==> src/rtl/vga_timing_generator.sv <==
// Free-running 640x480@60 VGA raster counter: sync, blanking and clamped pixel coordinates.
// Define VGA_TIMING_REGISTERED_OUT_EN to register all six outputs (one extra cycle of latency).
module vga_timing_generator #(
    parameter int WIDTH         = 640,
    parameter int HEIGHT        = 480,
    parameter int H_FRONT_PORCH = 16,
    parameter int H_SYNC        = 96,
    parameter int H_BACK_PORCH  = 48,
    parameter int V_FRONT_PORCH = 10,
    parameter int V_SYNC        = 2,
    parameter int V_BACK_PORCH  = 33
) (
    input  logic       clk25,
    input  logic       reset,
    output logic       screenEnd,
    output logic       active,
    output logic       hSync,
    output logic       vSync,
    output logic [9:0] x,
    output logic [8:0] y
);

    localparam int H_TOTAL    = WIDTH + H_FRONT_PORCH + H_SYNC + H_BACK_PORCH;
    localparam int V_TOTAL    = HEIGHT + V_FRONT_PORCH + V_SYNC + V_BACK_PORCH;
    localparam int H_SYNC_BEG = WIDTH + H_FRONT_PORCH;
    localparam int H_SYNC_END = WIDTH + H_FRONT_PORCH + H_SYNC - 1;
    localparam int V_SYNC_BEG = HEIGHT + V_FRONT_PORCH;
    localparam int V_SYNC_END = HEIGHT + V_FRONT_PORCH + V_SYNC - 1;

    logic [9:0] h_count_q, h_count_d;
    logic [9:0] v_count_q, v_count_d;

    // NOTE: every always_comb output gets a default first so no path can leave it unassigned (no latch).
    always_comb begin
        h_count_d = h_count_q + 10'd1;
        v_count_d = v_count_q;
        if (h_count_q == 10'(H_TOTAL - 1)) begin
            h_count_d = '0;
            if (v_count_q == 10'(V_TOTAL - 1)) begin
                v_count_d = '0;
            end else begin
                v_count_d = v_count_q + 10'd1;
            end
        end
    end

    // NOTE: state registers use non-blocking assignments so all flops update together at the edge.
    always_ff @(posedge clk25 or negedge reset) begin
        if (!reset) begin
            h_count_q <= '0;
            v_count_q <= '0;
        end else begin
            h_count_q <= h_count_d;
            v_count_q <= v_count_d;
        end
    end

    logic       active_c;
    logic       hsync_c;
    logic       vsync_c;
    logic       screen_end_c;
    logic [9:0] x_c;
    logic [8:0] y_c;

    always_comb begin
        active_c     = (h_count_q < 10'(WIDTH)) && (v_count_q < 10'(HEIGHT));
        hsync_c      = !((h_count_q >= 10'(H_SYNC_BEG)) && (h_count_q <= 10'(H_SYNC_END)));
        vsync_c      = !((v_count_q >= 10'(V_SYNC_BEG)) && (v_count_q <= 10'(V_SYNC_END)));
        screen_end_c = (h_count_q == 10'(WIDTH)) && (v_count_q == 10'(HEIGHT));
        // Clamp during blanking so x + WIDTH*y never leaves image RAM.
        x_c          = (h_count_q < 10'(WIDTH))  ? h_count_q      : 10'(WIDTH - 1);
        y_c          = (v_count_q < 10'(HEIGHT)) ? v_count_q[8:0] : 9'(HEIGHT - 1);
    end

`ifdef VGA_TIMING_REGISTERED_OUT_EN
    logic       active_q;
    logic       hsync_q;
    logic       vsync_q;
    logic       screen_end_q;
    logic [9:0] x_q;
    logic [8:0] y_q;

    always_ff @(posedge clk25 or negedge reset) begin
        if (!reset) begin
            active_q     <= 1'b0;
            hsync_q      <= 1'b1;
            vsync_q      <= 1'b1;
            screen_end_q <= 1'b0;
            x_q          <= '0;
            y_q          <= '0;
        end else begin
            active_q     <= active_c;
            hsync_q      <= hsync_c;
            vsync_q      <= vsync_c;
            screen_end_q <= screen_end_c;
            x_q          <= x_c;
            y_q          <= y_c;
        end
    end

    assign active    = active_q;
    assign hSync     = hsync_q;
    assign vSync     = vsync_q;
    assign screenEnd = screen_end_q;
    assign x         = x_q;
    assign y         = y_q;
`else
    assign active    = active_c;
    assign hSync     = hsync_c;
    assign vSync     = vsync_c;
    assign screenEnd = screen_end_c;
    assign x         = x_c;
    assign y         = y_c;
`endif

endmodule

==> config.mk <==
export PLATFORM = sky130hd
export DESIGN_NAME = vga_timing_generator
export DESIGN_NICKNAME = d
export VERILOG_FILES = /design/src/rtl/vga_timing_generator.sv
export SDC_FILE = /design/constraint.sdc
export NUM_CORES = 1
export LEC_CHECK = 0
export CAP_MARGIN = 40
export CELL_PAD_IN_SITES_DETAIL_PLACEMENT = 0
export CELL_PAD_IN_SITES_GLOBAL_PLACEMENT = 1
export CORE_MARGIN = 2
export CORE_UTILIZATION = 25
export CTS_BUF_LIST = sky130_fd_sc_hd__clkbuf_4 sky130_fd_sc_hd__clkbuf_8 sky130_fd_sc_hd__clkbuf_16
export CTS_CLUSTER_SIZE = 25
export DETAILED_ROUTE_END_ITERATION = 8
export GPL_ROUTABILITY_DRIVEN = 1
export PLACE_DENSITY_LB_ADDON = 0.1
export RECOVER_POWER = 25
export SKIP_CTS_REPAIR_TIMING = 1
export SYNTH_ARGS = -nofsm -noshare
export SYNTH_HDL_FRONTEND = slang
export SYNTH_SLANG_ARGS = --single-unit
export TNS_END_PERCENT = 5
==> constraint.sdc <==
create_clock -name clk25 -period 3 [get_ports clk25]
set_input_delay 0.45 -clock clk25 [delete_from_list [all_inputs] [get_ports clk25]]
set_output_delay 0.45 -clock clk25 [all_outputs]
set_load 0.05 [all_outputs]
==> results.sh <==
export IMPL_fin_util_pct=33.2
export IMPL_path_clk_slew_ns=0.08
export IMPL_syn_to_final_growth_pct=27.9
export IMPL_pwr_share_comb_pct=1.4
export IMPL_drt_iter0_drc=60
export IMPL_core_rowCount=25
export IMPL_seq_area_um2=500
export IMPL_die_w_um=74.0
export IMPL_switching_share_pct=20.7
export IMPL_netSwitchingPower_mw=0.101
export IMPL_route_met3_wl_um=159
export IMPL_core_area_um2=4720
export IMPL_worstReg2RegEnd="v_count_q[3]"
export IMPL_cts_num_sinks=20
export IMPL_routed_via_density=4.71
export IMPL_slew_headroom_pct=19.8
export IMPL_hold_viol=0
export IMPL_io_buffers=24
export IMPL_rsz0062_at_grt="no"
export IMPL_reg2reg_from="h_count_q[7]"
export IMPL_multi_input_area_um2=654
export IMPL_place_area_um2=1520
export IMPL_yosysUniqueCellTypes=37
export IMPL_dieArea_um2=5480
export IMPL_min_path_cells=1
export IMPL_worstMarginPinSlew_ns=1.20
export IMPL_min_period_ns=2.80
export IMPL_status="finished clean"
export IMPL_tritoncts="built"
export IMPL_required_ns=2.55
export IMPL_synth_top_area_share_pct=40.8
export IMPL_synth_most_common_cell="dfrtp_1"
export IMPL_hold_start="h_count_q[0]"
export IMPL_met2WireLength_mm=1.41
export IMPL_fin_nets=161
export IMPL_arrival_ns=2.35
export IMPL_postLayoutCellArea_um2=1570
export IMPL_routed_wl_mm=3.07
export IMPL_cts_htree_levels=1
export IMPL_dieHeight_um=74.0
export IMPL_hold_path_class="reg -> reg"
export IMPL_fillers=512
export IMPL_wl_met1_mm=1.47
export IMPL_p_seq_share_pct=55.1
export IMPL_syn_cell_area_um2=1230
export IMPL_ios=25
export IMPL_crit_fanout=6
export IMPL_fmax_ghz=0.357
export IMPL_drtPass1Iterations=4
export IMPL_gp_congestion=0.776
export IMPL_worstSetupPathType="reg -> out"
export IMPL_total_power_mw=0.488
export IMPL_ant_nets=0
export IMPL_ir_worst_vdd_mv=0.233
export IMPL_reg2reg_setup_slack_ns=0.93
export IMPL_synth_area_leaders="dfrtp_1 41%, xor2_1 4.3%, ha_1 4.1%, or3_1 3.6%, nor2_1 3.4%"
export IMPL_syn_inst=132
export IMPL_drc=0
export IMPL_syn_num_nets=138
export IMPL_grt_total_usage_pct=11.9
export IMPL_p_leak_nw=0.732
export IMPL_clock_latency_ns=0.26
export IMPL_synth_edf_count=0
export IMPL_whs_endpoint="h_count_q[0]"
export IMPL_clkPwrFrac_pct=43.4
export IMPL_clock_path_buffers=2
export IMPL_ys_warn_count=0
export IMPL_powerDensity_nw_per_um2=311
export IMPL_wire_per_inst_um=13.9
export IMPL_dp_hpwl_mm=2.25
export IMPL_initial_core_util_pct=26.0
export IMPL_reg2regPathDepth=3
export IMPL_avgSynthCellArea_um2=9.29
export IMPL_startpoint_type="flop"
export IMPL_numCtsBuffers=3
export IMPL_grt_pass1_vias=970
export IMPL_async_flop_share_pct=100
export IMPL_antenna_found_initial=0
export IMPL_yosys_area_top_type="dfrtp_1"
export IMPL_yosys_most_used_dff="dfrtp_1"
export IMPL_grt_pass1_wl_mm=4.98
export IMPL_fin_tns_setup_ns=0
export IMPL_grt_overflow=0
export IMPL_cts_root_buf="clkbuf_8"
export IMPL_grt_max_degree=21
export IMPL_slew_violations=0
export IMPL_setup_viol=0
export IMPL_min_period_over_period_pct=93.3
export IMPL_via_count=1042
export IMPL_top_layer_used="met4"
export IMPL_synth_seq_cells=20
export IMPL_cp_end_kind="primary output"
export IMPL_diodes=0
export IMPL_synth_common_cells="20 x dfrtp_1, 11 x nor2_1, 10 x nand2_1"
export IMPL_intPower_mw=0.387
export IMPL_drive_above_1_share_pct=7.79
export IMPL_max_cap_viol_count=0
export IMPL_synth_seq_area_share_pct=40.8
export IMPL_skew_ns=0.00164
-- kinds of logic after synthesis --
kind of cell	after synthesis	share of synthesized area, %
simple gates	69	33.3
flops	20	40.8
buf+inv	14	5.82
compound gates	13	7.04
xor+xnor	10	7.14
fa+ha+maj	4	4.08
mux	2	1.84
-- metal layers --
metal,GRT usage (%),vias to the layer above
met5,0,-
met4,2.42,0
met3,2.85,2
met2,17.5,21
met1,17.7,512
li1,-,507
-- critical path, stage by stage (launching register included) --
cell and delay (ns):
dfrtp_1 0.43, inv_1 0.11, ha_1 0.18, nand2_1 0.07, nor3_1 0.13, and4_1 0.21
and3_1 0.16, clkdlybuf4s50_1 0.80
-- registers in the layout, summed over array words and instances (netlist names) --
| signal | flops |
|---|---|
| v_count_q | 10 |
| h_count_q | 10 |
-- per-stage QoR --
| step | hold slack, ns | setup slack [ns] | std cells |
|---|---|---|---|
| after floorplan | 0.154 | 0.584 | 132 |
| after global placement | 0.475 | 0.562 | 217 |
| after detailed placement | 0.486 | 0.478 | 217 |
| after CTS | 0.497 | 0.185 | 221 |
| after global routing | 0.520 | 0.0757 | 221 |
| final | 0.495 | 0.201 | 221 |
-- power by group through the flow --
stage / combinational (mW) / sequential, mW / clock (mW)
6_report: 0.00691 / 0.269 / 0.212
5_1_grt: 0.00820 / 0.269 / 0.229
4_1_cts: 0.00840 / 0.269 / 0.220
3_5_place_dp: 0.00833 / 0.275 / 0
3_3_place_gp: 0.00833 / 0.275 / 0
2_1_floorplan: 0.000000370 / 0.275 / 0
-- worst max-delay path by stage --
stage	startpoint	endpoint	depth (start not counted)
after floorplan	h_count_q[7]	active	2
after global placement	v_count_q[0]	screenEnd	7
after detailed placement	v_count_q[0]	screenEnd	7
after CTS	v_count_q[0]	screenEnd	7
after global routing	v_count_q[0]	screenEnd	7
final	v_count_q[0]	screenEnd	7
-- final cells by class --
type                    count  share of cell area (%)
inverters                   6                    1.44
repair buffers             26                    16.0
well taps                  67                    5.35
clock buffers               4                    3.51
multi-input cells          98                    41.7
flip-flops and latches     20                    31.9
-- placed cells by master, fill, tap and decap left out, types with 3 or more instances in the layout --
| cell | netlist | final |
|---|---|---|
| xnor2_1 | 4 | 4 |
| ha_1 | 4 | 4 |
| nand3_1 | 5 | 5 |
| nor3b_1 | 3 | 3 |
| a21oi_1 | 3 | 3 |
| nor2_1 | 11 | 11 |
| nor3_1 | 3 | 3 |
| clkbuf_8 | 0 | 4 |
| dfrtp_1 | 20 | 20 |
| and4_1 | 3 | 3 |
| or2_2 | 3 | 3 |
| clkdlybuf4s50_1 | 0 | 23 |
| and3_1 | 4 | 4 |
| nand4_1 | 6 | 6 |
| nand2b_1 | 4 | 4 |
| inv_1 | 6 | 6 |
| xor2_1 | 6 | 6 |
| nand2_1 | 10 | 10 |
| or3_1 | 7 | 7 |
No activity file was read; power rests on OpenSTA's default activity.
